File: src/rtl/pu_msp430_scan_unload_if.sv
// Bus bundle for the scan-chain unload engine. The bench drives the master side
// and the engine itself uses the slave side.
interface pu_msp430_scan_unload_if #(
  parameter int WIDTH = 16
);
  logic             scan_mode;
  logic             cap_req;
  logic [WIDTH-1:0] cap_data;
  logic             scan_in;
  logic             scan_out;
  logic             scan_en;
  logic             busy;
  logic             done;
  logic [WIDTH-1:0] shift_word;
  logic [1:0]       fsm_state;

  // Handshake: cap_req is a request with no ready line. It is sampled only in IDLE,
  // and only when scan_mode=1; while busy or done=1 it is dropped, not queued.
  // done is a single-cycle valid that qualifies shift_word.
  modport master (
    output scan_mode, cap_req, cap_data, scan_in,
    input  scan_out, scan_en, busy, done, shift_word, fsm_state
  );

  modport slave (
    input  scan_mode, cap_req, cap_data, scan_in,
    output scan_out, scan_en, busy, done, shift_word, fsm_state
  );
endinterface

File: src/rtl/pu_msp430_scan_unload.sv
// Scan-chain unload engine: captures a parallel word and shifts it out LSB first,
// while shifting scan_in into the MSB. fsm_state exposes the registered FSM state.
module pu_msp430_scan_unload #(
  parameter int WIDTH     = 16,
  parameter int SHIFT_DIV = 1
) (
  input  logic                          mclk,
  input  logic                          puc_rst,
  pu_msp430_scan_unload_if.slave        bus
);

  localparam logic [1:0] ST_IDLE    = 2'd0;
  localparam logic [1:0] ST_CAPTURE = 2'd1;
  localparam logic [1:0] ST_SHIFT   = 2'd2;
  localparam logic [1:0] ST_DONE    = 2'd3;

  localparam int BIT_W = $clog2(WIDTH + 1);
  localparam int DIV_W = (SHIFT_DIV > 1) ? $clog2(SHIFT_DIV) : 1;
  localparam logic [BIT_W-1:0] BIT_LAST = BIT_W'(WIDTH - 1);
  localparam logic [DIV_W-1:0] DIV_LAST = DIV_W'(SHIFT_DIV - 1);

  logic [1:0]       state;
  logic [WIDTH-1:0] shreg;
  logic [BIT_W-1:0] bit_cnt;
  logic [DIV_W-1:0] div_cnt;

  always_ff @(posedge mclk or posedge puc_rst) begin
    if (puc_rst) begin
      state   <= ST_IDLE;
      shreg   <= '0;
      bit_cnt <= '0;
      div_cnt <= '0;
    end else if (state != ST_IDLE && !bus.scan_mode) begin
      // Abort: drop back to IDLE, keep the partially shifted word.
      state   <= ST_IDLE;
      bit_cnt <= '0;
      div_cnt <= '0;
    end else begin
      case (state)
        ST_IDLE: begin
          if (bus.scan_mode && bus.cap_req) begin
            state <= ST_CAPTURE;
            shreg <= bus.cap_data;
          end
        end
        ST_CAPTURE: begin
          state   <= ST_SHIFT;
          bit_cnt <= '0;
          div_cnt <= '0;
        end
        ST_SHIFT: begin
          // Shift only on the last cycle of each bit period.
          if (div_cnt == DIV_LAST) begin
            shreg   <= {bus.scan_in, shreg[WIDTH-1:1]};
            bit_cnt <= bit_cnt + 1'b1;
            div_cnt <= '0;
            if (bit_cnt == BIT_LAST) state <= ST_DONE;
          end else begin
            div_cnt <= div_cnt + 1'b1;
          end
        end
        ST_DONE: state <= ST_IDLE;
        default: state <= ST_IDLE;
      endcase
    end
  end

  assign bus.scan_en    = (state == ST_SHIFT);
  assign bus.busy       = (state == ST_CAPTURE) || (state == ST_SHIFT);
  assign bus.done       = (state == ST_DONE);
  assign bus.scan_out   = bus.scan_en & shreg[0];
  assign bus.shift_word = shreg;
  assign bus.fsm_state  = state;

endmodule

File: src/flat_wrapper.sv
// flat-port wrapper written by rule: the top's interface ports become plain ports
module pu_msp430_scan_unload_flat 
#(
  parameter int WIDTH     = 16,
  parameter int SHIFT_DIV = 1
)
  (mclk, puc_rst, bus_scan_mode, bus_cap_req, bus_cap_data, bus_scan_in, bus_scan_out, bus_scan_en, bus_busy, bus_done, bus_shift_word, bus_fsm_state);
  pu_msp430_scan_unload_if #(.WIDTH(WIDTH)) bus_i ();
  input  logic mclk;
  input  logic puc_rst;
  input wire logic [$bits(bus_i.scan_mode)-1:0] bus_scan_mode;
  input wire logic [$bits(bus_i.cap_req)-1:0] bus_cap_req;
  input wire logic [$bits(bus_i.cap_data)-1:0] bus_cap_data;
  input wire logic [$bits(bus_i.scan_in)-1:0] bus_scan_in;
  output wire logic [$bits(bus_i.scan_out)-1:0] bus_scan_out;
  output wire logic [$bits(bus_i.scan_en)-1:0] bus_scan_en;
  output wire logic [$bits(bus_i.busy)-1:0] bus_busy;
  output wire logic [$bits(bus_i.done)-1:0] bus_done;
  output wire logic [$bits(bus_i.shift_word)-1:0] bus_shift_word;
  output wire logic [$bits(bus_i.fsm_state)-1:0] bus_fsm_state;
  assign bus_i.scan_mode = bus_scan_mode;
  assign bus_i.cap_req = bus_cap_req;
  assign bus_i.cap_data = bus_cap_data;
  assign bus_i.scan_in = bus_scan_in;
  assign bus_scan_out = bus_i.scan_out;
  assign bus_scan_en = bus_i.scan_en;
  assign bus_busy = bus_i.busy;
  assign bus_done = bus_i.done;
  assign bus_shift_word = bus_i.shift_word;
  assign bus_fsm_state = bus_i.fsm_state;
  pu_msp430_scan_unload #(.WIDTH(WIDTH), .SHIFT_DIV(SHIFT_DIV)) u_core (.mclk(mclk), .puc_rst(puc_rst), .bus(bus_i));
endmodule
File: config.mk
export PLATFORM = sky130hd
export DESIGN_NAME = pu_msp430_scan_unload_flat
export DESIGN_NICKNAME = d
export VERILOG_FILES = /design/src/rtl/pu_msp430_scan_unload_if.sv /design/src/rtl/pu_msp430_scan_unload.sv /design/src/flat_wrapper.sv
export SDC_FILE = /design/constraint.sdc
export NUM_CORES = 1
export LEC_CHECK = 0
export BUFFER_PORTS_ARGS = -buffer_cell sky130_fd_sc_hd__buf_4
export CAP_MARGIN = 5
export CORE_ASPECT_RATIO = 1.2
export CORE_MARGIN = 2
export CORE_UTILIZATION = 35
export DETAILED_ROUTE_END_ITERATION = 16
export GPL_TIMING_DRIVEN = 0
export PLACE_DENSITY = 0.57
export RECOVER_POWER = 50
export SETUP_SLACK_MARGIN = 0.5
export SLEW_MARGIN = 20
export SYNTH_ARGS = -nofsm -noshare
export SYNTH_HDL_FRONTEND = slang
export SYNTH_SLANG_ARGS = --single-unit
File: constraint.sdc
create_clock -name mclk -period 3.5 [get_ports mclk]
set_clock_uncertainty 0.05 [all_clocks]
set_input_delay 0.35 -clock mclk [delete_from_list [all_inputs] [get_ports mclk]]
set_output_delay 0.35 -clock mclk [all_outputs]
set_load 0.02 [all_outputs]
# [Yosys cells after proc, flatten, opt, wreduce, memory -nomap -nowiden]
# Index checks and enable logic that the tools add are counted.
[word_totals] ff_bits=24 out_inout_bits=22 elab_cells=42
[op_classes] n_addsub=2 n_eq_ne=9 n_mux=14 n_bitwise=2 reduce_logical=11
[ops] operator="16-bit two-way mux" n=2
[ops] operator="16-bit one-hot mux with 2 select lines" n=1
[ops] operator="5-bit two-way mux" n=2
[ops] operator="5-bit one-hot mux with 2 select lines" n=1
[ops] operator="2-bit two-way mux" n=4
[ops] operator="2-bit one-hot mux with 4 select lines" n=1
[ops] operator="3-bit != test (second input constant)" n=2
[ops] operator="5-bit by 1-bit adder with 5-bit output (second input constant)" n=1
[ops] operator="5-bit by 4-bit == test with 1-bit output (second input constant)" n=1
[ops] operator="2-bit == test (second input constant)" n=2
[ops] operator="4-bit AND reduction" n=1
[ops] operator="2-bit nonzero test" n=2
[ops] operator="3-bit by 1-bit != test with 1-bit output (second input constant)" n=1
[ops] operator="3-bit AND reduction" n=1
[ops] operator="3-bit nonzero test" n=1
[ops] operator="2-bit by 1-bit == test with 1-bit output (second input constant)" n=1
[ops] operator="1-bit logical AND" n=2
[ops] operator="2-bit logical NOT" n=1
[ops] operator="1-bit two-way mux" n=2
[ops] operator="2-bit by 1-bit != test with 1-bit output (second input constant)" n=1
[ops] operator="2-bit != test (second input constant)" n=1
[ops] operator="1-bit one-hot mux with 2 select lines" n=1
[ops] operator="2-bit AND reduction" n=1
[ops] operator="1-bit adder (second input constant)" n=1
[ops] operator="other kinds (4)" n=4

# [Logic depth before layout (Yosys ltp)]
# Gate-level depths: netlist of the first run.
[logic_depth] word_depth=5 mapped_depth=6 ltp_nobuf=6

# [Least setup slack after synthesis of the first run]
# Ideal clock, no wire load.
[synth_path] path_kind="flip-flop to output port" startpoint="reg u_core.state[0] (netlist: u_core.bus.fsm_state[0])" endpoint="out bus_scan_out" t_arrival_ps=1572 required_time_ps=3100 setup_slack_ps=1528 stages_incl_launch_ff=6 path_buffers=2 cell_sequence="dfrtp_1 -> inv_1 -> ha_1 -> buf_4 -> buf_6 -> and2_1"
[synth_via] elab_chain_len=2
[synth_lines] element="start, declared" line_no="pu_msp430_scan_unload.sv:22" text="logic [1:0] state;"
[synth_lines] element="start signal, assigned" line_no="pu_msp430_scan_unload.sv:29" text="state <= ST_IDLE;"
[synth_lines] element="start signal, assigned" line_no="pu_msp430_scan_unload.sv:35" text="state <= ST_IDLE;"
[synth_lines] element="start signal, assigned" line_no="pu_msp430_scan_unload.sv:42" text="state <= ST_CAPTURE;"
[synth_lines] element="2-bit == test" line_no="pu_msp430_scan_unload.sv:68" text="assign bus.scan_en = (state == ST_SHIFT);"
[synth_lines] element="net bus_scan_en" line_no="flat_wrapper.sv:16" text="output wire logic [$bits(bus_i.scan_en)-1:0] bus_scan_en;"
[synth_lines] element="1-bit bitwise AND" line_no="pu_msp430_scan_unload.sv:71" text="assign bus.scan_out = bus.scan_en & shreg[0];"
[synth_lines] element="end, declared" line_no="flat_wrapper.sv:15" text="output wire logic [$bits(bus_i.scan_out)-1:0] bus_scan_out;"
# The timed path passes the listed nets, and every way through them passes these cells.

# [Final worst setup path of the first run]
[layout_path] startpoint="reg u_core.state[0] (netlist: u_core.bus.fsm_state[0])" endpoint="out bus_scan_out"
[layout_via] elab_chain_len=2
[layout_lines] element="2-bit == test" line_no="pu_msp430_scan_unload.sv:68"
[layout_lines] element="1-bit bitwise AND" line_no="pu_msp430_scan_unload.sv:71"
# Every way passes these cells.

==> results by group, run 1 <==
Run status
  • Outcome: finished, final reports clean

STA
  • Min cycle time layout: 2.197 ns
  • Worst setup margin: 1.303 ns
  • # setup viols final: 0
  • Setup TNS: 0 ns
  • Slew headroom: 0.4154
  • F_max: 0.4552 GHz
  • Worst slew pin tran: 0.8759 ns
  • Final hold slack: 0.2195 ns
  • RSZ-0062 raised after global routing: false
  • Fin. max-slew vios: 0
  • Final Cycle Share: 0.6277
  • Total count of hold-check failures in the final report: 0

CTS
  • Number of H-tree levels: 1
  • Clock buffer depth: 2
  • Hold buffer count at CTS: 0
  • Cts bufs inserted: 3
  • CTS sink cnt: 23
  • CTS Root Cell: clkbuf_8
  • Post CTS Setup Buffer Count: 0
  • Resized Gates After CTS: 0
  • Clock transition at path regs: 0.08 ns
  • Clock Latency Late Sink: 0.27 ns
  • CTS tree: done

Logic synthesis
  • Netlist cell types: 27
  • Seq cells post-synth: 23
  • Main synth FF type: dfrtp_1
  • Largest cells by area after synthesis: dfrtp_1, mux2i_1, a31oi_1
  • Syn Nets: 139
  • FFs w/ async S/R, synth: 1.000
  • Largest area contributor in the netlist: dfrtp_1
  • Mapped Cells: 113
  • Number of enable flip-flop cells after synthesis: 0
  • Syn. warnings: 0
  • Yosys top cell area share: 0.4623
  • Seq/Total Area, Yosys: 0.4623
  • Mapped Area: 1245 um2
  • Mean area per synthesized cell: 11.02 um2

Worst setup path
  • Crit path top cell by count: buf_4
  • Critical path class: register to output port
  • Critical Path Slowest Stage Cell: dfrtp_1
  • CP bufs+invs: 4
  • Worst reg2reg path depth: 6
  • Worst endpoint required time: 3.10 ns
  • Delay-heaviest family, CP: buffers and inverters
  • Critical path's largest stage delay: 0.46 ns
  • Cell depth of the worst setup path: 6
  • Critical Path Fanout Max: 10
  • Setup slack, reg-to-reg: 1.73 ns
  • CP Launch Type: register
  • CP endpoint kind: output port
  • Crit path arrival time: 1.80 ns
  • CP cell instances: inv_1, ha_1, buf_4, buf_6, and2_1, buf_4

Finish
  • # nets final: 186
  • Layout cells sized above 1: 0.2893
  • Design area: 1610 um2
  • Area grow syn2layout: 29.35%
  • Antenna Cells: 0
  • Final core utilization: 0.4783
  • Commonest cells after routing, fill and taps aside: buf_4, dfrtp_1, a21oi_1
  • Most common cell after layout, fill and taps aside: buf_4

Power
  • Worst-case vdd ir drop: 0.3540 mV
  • Power density cells: 829.8 nW/um2
  • Leak: 0.7303 nW

Global routing
  • Grt ovf: 0
  • Vias in the first global route: 1,082
  • Largest net degree at the start of global routing: 24
  • First-pass GRT wire length: 5016 um
  • GRT Total Usage: 0.1578
  • Initial antenna violation count: 0

Route
  • Post-route DRC violation count: 0
  • Drt pass-1 iters: 4
  • WL/cell: 15.52 um
  • DR vias/cell: 5.418
  • DRT antenna net count: 0
  • Final WL: 3041 um
  • DR iter-0 viols: 24
  • Via Count: 1,062

Place
  • Port bufs: 42
  • Routability cong.: 0.8168
  • Place WS: 1.571 ns
  • Area post-placement: 1607 um2
  • Dpl hpwl: 2182 um

Die
  • Vert. Die Dim: 69.34 um
  • Full die area: 4052 um2
  • FP Rows: 23
  • Die Wd: 58.45 um
  • Core region area: 3367 um2
  • Starting density of the core: 0.3698
  • I/O pins: 43

Min path
  • Tightest Hold Check Type: input pin to asynchronous set/reset pin

Run
  • Max-cap violations: 0
[worst register-to-register path, stage by stage, from the launching register on]
cell and delay, ns:
dfrtp_1 0.46, inv_1 0.11, ha_1 0.29, mux2_4 0.37
buf_6 0.15, a21oi_1 0.16, a31oi_1 0.05
[stage by stage]
step	power (mW)	cells
2_1_floorplan	0.9416	113
3_3_place_gp	1.215	192
3_5_place_dp	1.231	192
4_1_cts	1.400	196
5_1_grt	1.424	196
6_report	1.336	196
[kinds of logic after synthesis]
kind of cell / after synthesis / synth area share
compound gates: 43 / 0.2211
buf+inv: 15 / 0.07035
xor+xnor: 1 / 0.007036
simple gates: 8 / 0.03919
flops: 23 / 0.4623
fa+ha+maj: 5 / 0.05025
mux: 18 / 0.1497
[path summary, 6_finish.rpt]
kind / from / end
setup / recovery: u_core.bus.fsm_state[0] / bus_scan_out
hold / removal: puc_rst / u_core.bit_cnt[0]
setup reg to reg: u_core.bus.fsm_state[0] / u_core.bus.shift_word[6]
hold reg to reg: u_core.bit_cnt[4] / u_core.bit_cnt[4]
max in group asynchronous: puc_rst / u_core.bus.shift_word[3]
min in group mclk: bus_cap_data[6] / u_core.bus.shift_word[6]
[synth_stat cells (2+ instances only)]
library cell	instances
ha_1	5
dfrtp_1	23
mux2i_1	16
buf_6	3
inv_1	6
nor3b_1	2
nor2b_1	2
buf_2	4
a31oi_1	16
a22o_1	3
a21oi_1	17
[cell type report]
class                      count  area, um2
buffer                         9      65.06
clock buffer                   4      45.04
fill                         345       1757
inverter                       6      22.52
multi-input combinational     75      581.8
sequential                    23      575.6
tap                           37      46.29
timing repair buffer          42      274.0
[flip-flops by register name, summed over array words and instances (netlist names)]
| name | count |
|---|---|
| u_core.bus.shift_word | 16 |
| u_core.bit_cnt | 5 |
| u_core.bus.fsm_state | 2 |
[per-layer routing]
layer / global-route usage / wire length, um
met5: 0 / 0
met4: 0.06202 / 42
met3: 0.02985 / 152
met2: 0.2497 / 1478
met1: 0.2088 / 1368
[report_power, final]
part	leakage [nW]	switching, mW	internal [mW]	total, mW
Combinational	0.438	0.411	0.293	0.704
Sequential	0.269	0.0929	0.371	0.464
Clock	0.0228	0.0872	0.0814	0.169
Total	0.730	0.591	0.745	1.34
Note: power is estimated with default switching activity, not from simulation.
==> run 2, diff against run 1 <==
Clock period 3.5 ns to 2.1 ns, I/O delays scaled along.
==> results by group, run 2 (synthesized netlist as in run 1, its figures left out) <==
STA
  • RSZ-0062 raised after global routing: true (was false)
  • # setup viols final: 0 (unchanged)
  • F_max: 0.6080 GHz
  • Slew headroom: 0.3972 (was 0.4154)
  • Total count of hold-check failures in the final report: 0 (unchanged)
  • Setup TNS: 0 ns (unchanged)
  • Worst slew pin tran: 0.9032 ns (was 0.8759 ns)
  • Fin. max-slew vios: 0 (unchanged)
  • Final Cycle Share: 0.7832
  • Min cycle time layout: 1.645 ns

Power
  • Power density cells: 1384 nW/um2 (was 829.8 nW/um2)
  • Sequential share of power: 0.303 (was 0.347)
  • Leak: 0.8125 nW (was 0.7303 nW)
  • Worst-case vdd ir drop: 0.8597 mV (was 0.3540 mV)
  • Part of the power in the clock network: 0.104 (was 0.126)
  • Switching Share: 0.4277 (was 0.4426)
  • Logic pwr share: 0.593 (was 0.527)
  • P_sw: 1.131 mW (was 0.5914 mW)
  • Final total power: 2.644 mW (was 1.336 mW)
  • Pint: 1.513 mW (was 0.7449 mW)

Worst setup path
  • Setup slack, reg-to-reg: 0.49 ns (was 1.73 ns)
  • Critical Path Fanout Max: 3 (was 10)
  • Crit Reg-Reg Endpoint: u_core.bus.shift_word[11] (was u_core.bus.shift_word[6])
  • CP Launch Type: register (unchanged)
  • Critical path class: register to output port (unchanged)
  • Reg2reg start: u_core.bus.fsm_state[1] (was u_core.bus.fsm_state[0])
  • CP endpoint kind: output port (unchanged)
  • Crit path arrival time: 1.38 ns (was 1.80 ns)
  • Worst endpoint required time: 1.84 ns (was 3.10 ns)
  • Worst reg2reg path depth: 6 (unchanged)

Finish
  • # nets final: 197 (was 186)
  • Commonest cells after routing, fill and taps aside: buf_4, dfrtp_1, mux2i_1 (was buf_4, dfrtp_1, a21oi_1)
  • Design area: 1911 um2 (was 1610 um2)
  • Most common cell after layout, fill and taps aside: buf_4 (unchanged)
  • Area grow syn2layout: 53.47% (was 29.35%)
  • Layout cells sized above 1: 0.5059 (was 0.2893)
  • Antenna Cells: 0 (unchanged)
  • Max reg flops: 16 (unchanged)

Die
  • Die Wd: 58.45 um (unchanged)
  • Core region area: 3367 um2 (unchanged)
  • Full die area: 4052 um2 (unchanged)
  • I/O pins: 43 (unchanged)
  • Starting density of the core: 0.3698 (unchanged)
  • FP Rows: 23 (unchanged)
  • Vert. Die Dim: 69.34 um (unchanged)

Global routing
  • Largest net degree at the start of global routing: 24 (unchanged)
  • GRT Total Usage: 0.1720 (was 0.1578)
  • First-pass GRT wire length: 5423 um (was 5016 um)
  • Initial antenna violation count: 0 (unchanged)
  • Grt ovf: 0 (unchanged)
  • Vias in the first global route: 1,134 (was 1,082)

CTS
  • Clock Latency Late Sink: 0.26 ns (was 0.27 ns)
  • Clock buffer depth: 2 (unchanged)
  • Clock transition at path regs: 0.09 ns (was 0.08 ns)
  • Cts bufs inserted: 3 (unchanged)
  • CTS Root Cell: clkbuf_8 (unchanged)
  • CTS tree: done (unchanged)
  • Number of H-tree levels: 1 (unchanged)
  • Hold buffer count at CTS: 0 (unchanged)
  • CTS sink cnt: 23 (unchanged)

Place
  • Routability cong.: 0.7463 (was 0.8168)
  • Port bufs: 42 (unchanged)
  • Dpl hpwl: 2244 um (was 2182 um)
  • Area post-placement: 1639 um2 (was 1607 um2)

Route
  • Drt pass-1 iters: 4 (unchanged)
  • DRT antenna net count: 0 (unchanged)
  • Final WL: 3235 um (was 3041 um)
  • WL/cell: 15.63 um (was 15.52 um)
  • DR iter-0 viols: 15 (was 24)
  • Post-route DRC violation count: 0 (unchanged)
  • Via Count: 1,117 (was 1,062)
  • DR vias/cell: 5.396 (was 5.418)

Run status
  • Outcome: finished, final reports clean (unchanged)

Run
  • Max-cap violations: 0 (unchanged)

Min path
  • Tightest Hold Check Type: input pin to asynchronous set/reset pin (unchanged)
-- run 2: changes by cell type in the layout (fill, tap and decap cells not counted), sizes merged --
cell,change
buf,+10
clkinv,+1
-- run 2: how the worst max path moves through the flow --
stage                                 start                   endpoint  slack (ns)  cells after the start
floorplan           u_core.bus.fsm_state[1]  u_core.bus.shift_word[15]        0.51                      6
global placement    u_core.bus.fsm_state[1]   u_core.bus.shift_word[7]        0.47                      6
detailed placement  u_core.bus.fsm_state[1]   u_core.bus.shift_word[6]        0.44                      6
CTS                 u_core.bus.fsm_state[1]               bus_scan_out        0.46                      5
finish              u_core.bus.fsm_state[1]               bus_scan_out        0.46                      5
global route        u_core.bus.fsm_state[1]               bus_scan_out        0.42                      5
-- run 2: layer usage --
layer / vias to the layer above / GRT usage / part of all wire
li1: 539 / - / -
met1: 543 / 0.2333 / 0.45
met2: 33 / 0.2759 / 0.50
met3: 2 / 0.02799 / 0.053
met4: 0 / 0.05426 / 0.0059
met5: - / 0 / 0
-- run 2: timing repair --
action	4_1_cts	5_1_grt
cloned	1	1
setup buffers	7	2
endpoints found under the hold margin	0	0
pin swaps	1	19
resized for setup	12	29
setup endpoints to repair	17	23
-- run 2: power groups by stage --
stage,logic (mW),registers (mW),clock network [mW]
after detailed placement,1.32,0.790,0
after global placement,1.30,0.782,0
final,1.57,0.801,0.275
after floorplan,0.669,0.959,0
after global routing,1.70,0.829,0.304
after CTS,1.47,0.774,0.287
-- run 2: per-stage QoR --
stage	hold WS (ns)	setup WS (ns)	utilization	cells
final	0.08852	0.4553	0.5674	207
after global placement	0.4079	0.4694	0.4868	192
after global routing	0.1570	0.4169	0.5674	207
after floorplan	0.1618	0.5079	-	113
after detailed placement	0.4187	0.4394	0.4868	192
after CTS	0.1130	0.4584	0.5292	204
-- run 2: final cells by class --
class / count / area, um2
fillers: 313 / 1456
multi-input cells: 75 / 733.2
flip-flops and latches: 23 / 578.1
repair buffers: 53 / 385.4
plain buffers: 9 / 96.34
well taps: 37 / 46.29
clock buffers: 3 / 41.29
inverters: 6 / 25.02
clock inverters: 1 / 5.005
-- run 2: critical path, stage by stage, from the launching register on --
cell	delay, ns
dfrtp_2	0.46
ha_4	0.19
buf_12	0.12
buf_12	0.11
and2_4	0.12
buf_6	0.12
==> run 3, diff against run 2 <==
Settings changed: ABC_AREA set to 1, PLACE_DENSITY 0.57 to 0.59.
Clock period 2.1 ns to 1.4 ns, I/O delays scaled along.
==> results by group, run 3 <==
Run status
  • Outcome: finished, violations left (was finished, final reports clean)
  • Failing checks: setup timing

Route
  • Via Count: 1,337 (was 1,117)
  • DR vias/cell: 4.970 (was 5.396)
  • Post-route DRC violation count: 0 (unchanged)
  • WL/cell: 13.52 um (was 15.63 um)
  • Drt pass-1 iters: 4 (unchanged)
  • DRT antenna net count: 0 (unchanged)
  • DR iter-0 viols: 26 (was 15)
  • Final WL: 3637 um (was 3235 um)

STA
  • Final Cycle Share: 1.070
  • Min cycle time layout: 1.498 ns
  • Slew headroom: 0.3135 (was 0.3972)
  • F_max: 0.6678 GHz
  • # setup viols final: 22 (was 0)
  • Worst slew pin tran: 1.024 ns (was 0.9032 ns)
  • Fin. max-slew vios: 0 (unchanged)
  • Total count of hold-check failures in the final report: 0 (unchanged)
  • Worst setup margin: -0.09753 ns (was 0.4553 ns)
  • Final hold slack: 0.009573 ns (was 0.08852 ns)
  • RSZ-0062 raised after global routing: true (unchanged)
  • Setup TNS: -1.164 ns (was 0 ns)

Global routing
  • Initial antenna violation count: 0 (unchanged)
  • Largest net degree at the start of global routing: 24 (unchanged)
  • Vias in the first global route: 1,284 (was 1,134)
  • First-pass GRT wire length: 5464 um (was 5423 um)
  • Grt ovf: 0 (unchanged)
  • GRT Total Usage: 0.1658 (was 0.1720)

Logic synthesis
  • Syn. warnings: 0 (unchanged)
  • Largest area contributor in the netlist: dfrtp_1 (unchanged)
  • Number of enable flip-flop cells after synthesis: 0 (unchanged)
  • Adder-cell area share of the yosys netlist: 0.04878 (was 0.05025)
  • Largest cells by area after synthesis: dfrtp_1, nand2_1, o21ai_0 (was dfrtp_1, mux2i_1, a31oi_1)
  • Post-synthesis simple-gate area fraction: 0.2624 (was 0.03920)
  • Largest family of logic cells by synthesized area: simple AND/OR/NAND/NOR gates (was compound AO/OA/AOI/OAI gates)
  • Seq cells post-synth: 23 (unchanged)
  • Xor and xnor area share after synthesis: 0 (was 0.007035)
  • Seq/Total Area, Yosys: 0.4488 (was 0.4623)
  • Multiplexer share of the synthesized area: 0 (was 0.1497)
  • Netlist cell types: 19 (was 27)
  • FFs w/ async S/R, synth: 1.000 (unchanged)
  • Mapped Cells: 151 (was 113)
  • Complex-gate fraction of the synthesized area: 0.1502 (was 0.2211)
  • Mean area per synthesized cell: 8.493 um2 (was 11.02 um2)
  • Syn Nets: 177 (was 139)
  • Main synth FF type: dfrtp_1 (unchanged)
  • Mapped Area: 1282 um2 (was 1245 um2)
  • Yosys top cell area share: 0.4488 (was 0.4623)
  • Top-count cell post-synth: nand2_1 (was dfrtp_1)
  • Post-synth top cells: nand2_1, dfrtp_1, o21ai_0 (was dfrtp_1, a21oi_1, a31oi_1, mux2i_1, inv_1)

Place
  • Routability cong.: 0.8151 (was 0.7463)
  • Dpl hpwl: 2193 um (was 2244 um)
  • Area post-placement: 1664 um2 (was 1639 um2)
  • Port bufs: 42 (unchanged)
  • Place WS: -0.1084 ns (was 0.4394 ns)
  • # placed instances: 232 (was 192)

CTS
  • CTS tree: done (unchanged)
  • CTS Root Cell: clkbuf_8 (unchanged)
  • Hold buffer count at CTS: 0 (unchanged)
  • Cts bufs inserted: 3 (unchanged)
  • CTS sink cnt: 23 (unchanged)
  • Clock Latency Late Sink: 0.26 ns (about the same)
  • Number of H-tree levels: 1 (unchanged)
  • Clock transition at path regs: 0.08 ns (was 0.09 ns)
  • Clock buffer depth: 2 (unchanged)

Min path
  • Tightest Hold Check Type: input pin to asynchronous set/reset pin (unchanged)

Worst setup path
  • Critical path class: register to output port (unchanged)
  • CP endpoint kind: output port (unchanged)
  • CP Launch Type: register (unchanged)
  • Crit path arrival time: 1.31 ns (was 1.38 ns)
  • Worst endpoint required time: 1.21 ns (was 1.84 ns)
  • Critical Path Fanout Max: 5 (was 3)

Finish
  • # nets final: 257 (was 197)
  • Most common cell after layout, fill and taps aside: buf_4 (unchanged)
  • Design area: 2280 um2 (was 1911 um2)
  • Max reg flops: 16 (unchanged)
  • Antenna Cells: 0 (unchanged)
  • Fin cells: 269 (was 207)
  • Commonest cells after routing, fill and taps aside: buf_4, buf_6, o21ai_1 (was buf_4, dfrtp_1, mux2i_1)
  • Final core utilization: 0.6380 (was 0.5674)
  • Layout cells sized above 1: 0.5826 (was 0.5059)
  • Area grow syn2layout: 77.76% (was 53.47%)

Die
  • Core region area: 3573 um2 (was 3367 um2)
  • Die Wd: 59.26 um (was 58.45 um)
  • Vert. Die Dim: 70.31 um (was 69.34 um)
  • I/O pins: 43 (unchanged)
  • FP Rows: 24 (was 23)
  • Starting density of the core: 0.3589 (was 0.3698)
  • Full die area: 4167 um2 (was 4052 um2)

Power
  • Leak: 1.104 nW (was 0.8125 nW)
  • Final total power: 5.849 mW (was 2.644 mW)
  • Worst-case vdd ir drop: 1.341 mV (was 0.8597 mV)
  • Power density cells: 2566 nW/um2 (was 1384 nW/um2)

Run
  • Max-cap violations: 0 (unchanged)
-- run 3: cell count changes after synthesis, sizes merged, moves of 3 or more --
cell   delta
nand3     +5
a22o      -3
or2      +17
a31oi    -16
o21ai    +35
nand2    +34
mux2i    -16
nor2      +7
inv       +7
a21oi    -16
-- run 3: routing by layer --
layer / share of wire / global-route usage / up-vias
li1: - / - / 646
met1: 0.39 / 0.2075 / 656
met2: 0.56 / 0.2906 / 33
met3: 0.046 / 0.02593 / 2
met4: 0.0036 / 0.03788 / 0
met5: 0 / 0 / -
-- run 3: path summary, 6_finish.rpt --
| check | start | endpoint | slack [ns] | depth (start not counted) |
|---|---|---|---|---|
| hold reg to reg | u_core.bit_cnt[4] | u_core.bit_cnt[4] | 0.48 | 2 |
| min in group mclk | bus_scan_in | u_core.bus.shift_word[15] | 0.12 | 3 |
| setup / recovery | u_core.bus.fsm_state[0] | bus_scan_out | -0.1 | 7 |
| hold / removal | puc_rst | u_core.bit_cnt[3] | 0.01 | 2 |
| setup reg to reg | u_core.bus.fsm_state[0] | u_core.bit_cnt[2] | -0.08 | 9 |
| max in group asynchronous | puc_rst | u_core.bus.fsm_state[1] | 0.75 | 2 |
-- run 3: cell families after synthesis --
kind of cell,count (synthesis)
simple gates,66
compound gates,37
flops,23
buf+inv,20
fa+ha+maj,5
-- run 3: layout make-up --
class | instances | area [um2]
Buffer | 7 | 102.6
Clock buffer | 3 | 41.29
Clock inverter | 1 | 5.005
Fill cell | 301 | 1294
Inverter | 13 | 60.06
Multi-Input combinational cell | 108 | 730.7
Sequential cell | 23 | 578.1
Tap cell | 39 | 48.80
Timing Repair Buffer | 75 | 713.2
-- run 3: what timing repair did --
action                                  in CTS  in global routing
endpoints found under the setup margin      45                 47
buffers inserted                            23                  6
gates resized for setup                     36                 45
endpoints found under the hold margin        0                 23
pin swaps                                    7                  5
cloned                                       0                  4
-- run 3: power by group --
group | switching, mW | internal [mW] | total (mW)
Sequential | 0.233 | 0.973 | 1.21
Clock | 0.212 | 0.198 | 0.410
Combinational | 1.98 | 2.26 | 4.23
-- run 3: critical path, stage by stage (launching register included) --
cell and delay, ns:
dfrtp_2 0.44, inv_4 0.08, ha_4 0.13, buf_6 0.10
buf_8 0.11, nand2_2 0.05, inv_2 0.05, buf_6 0.10
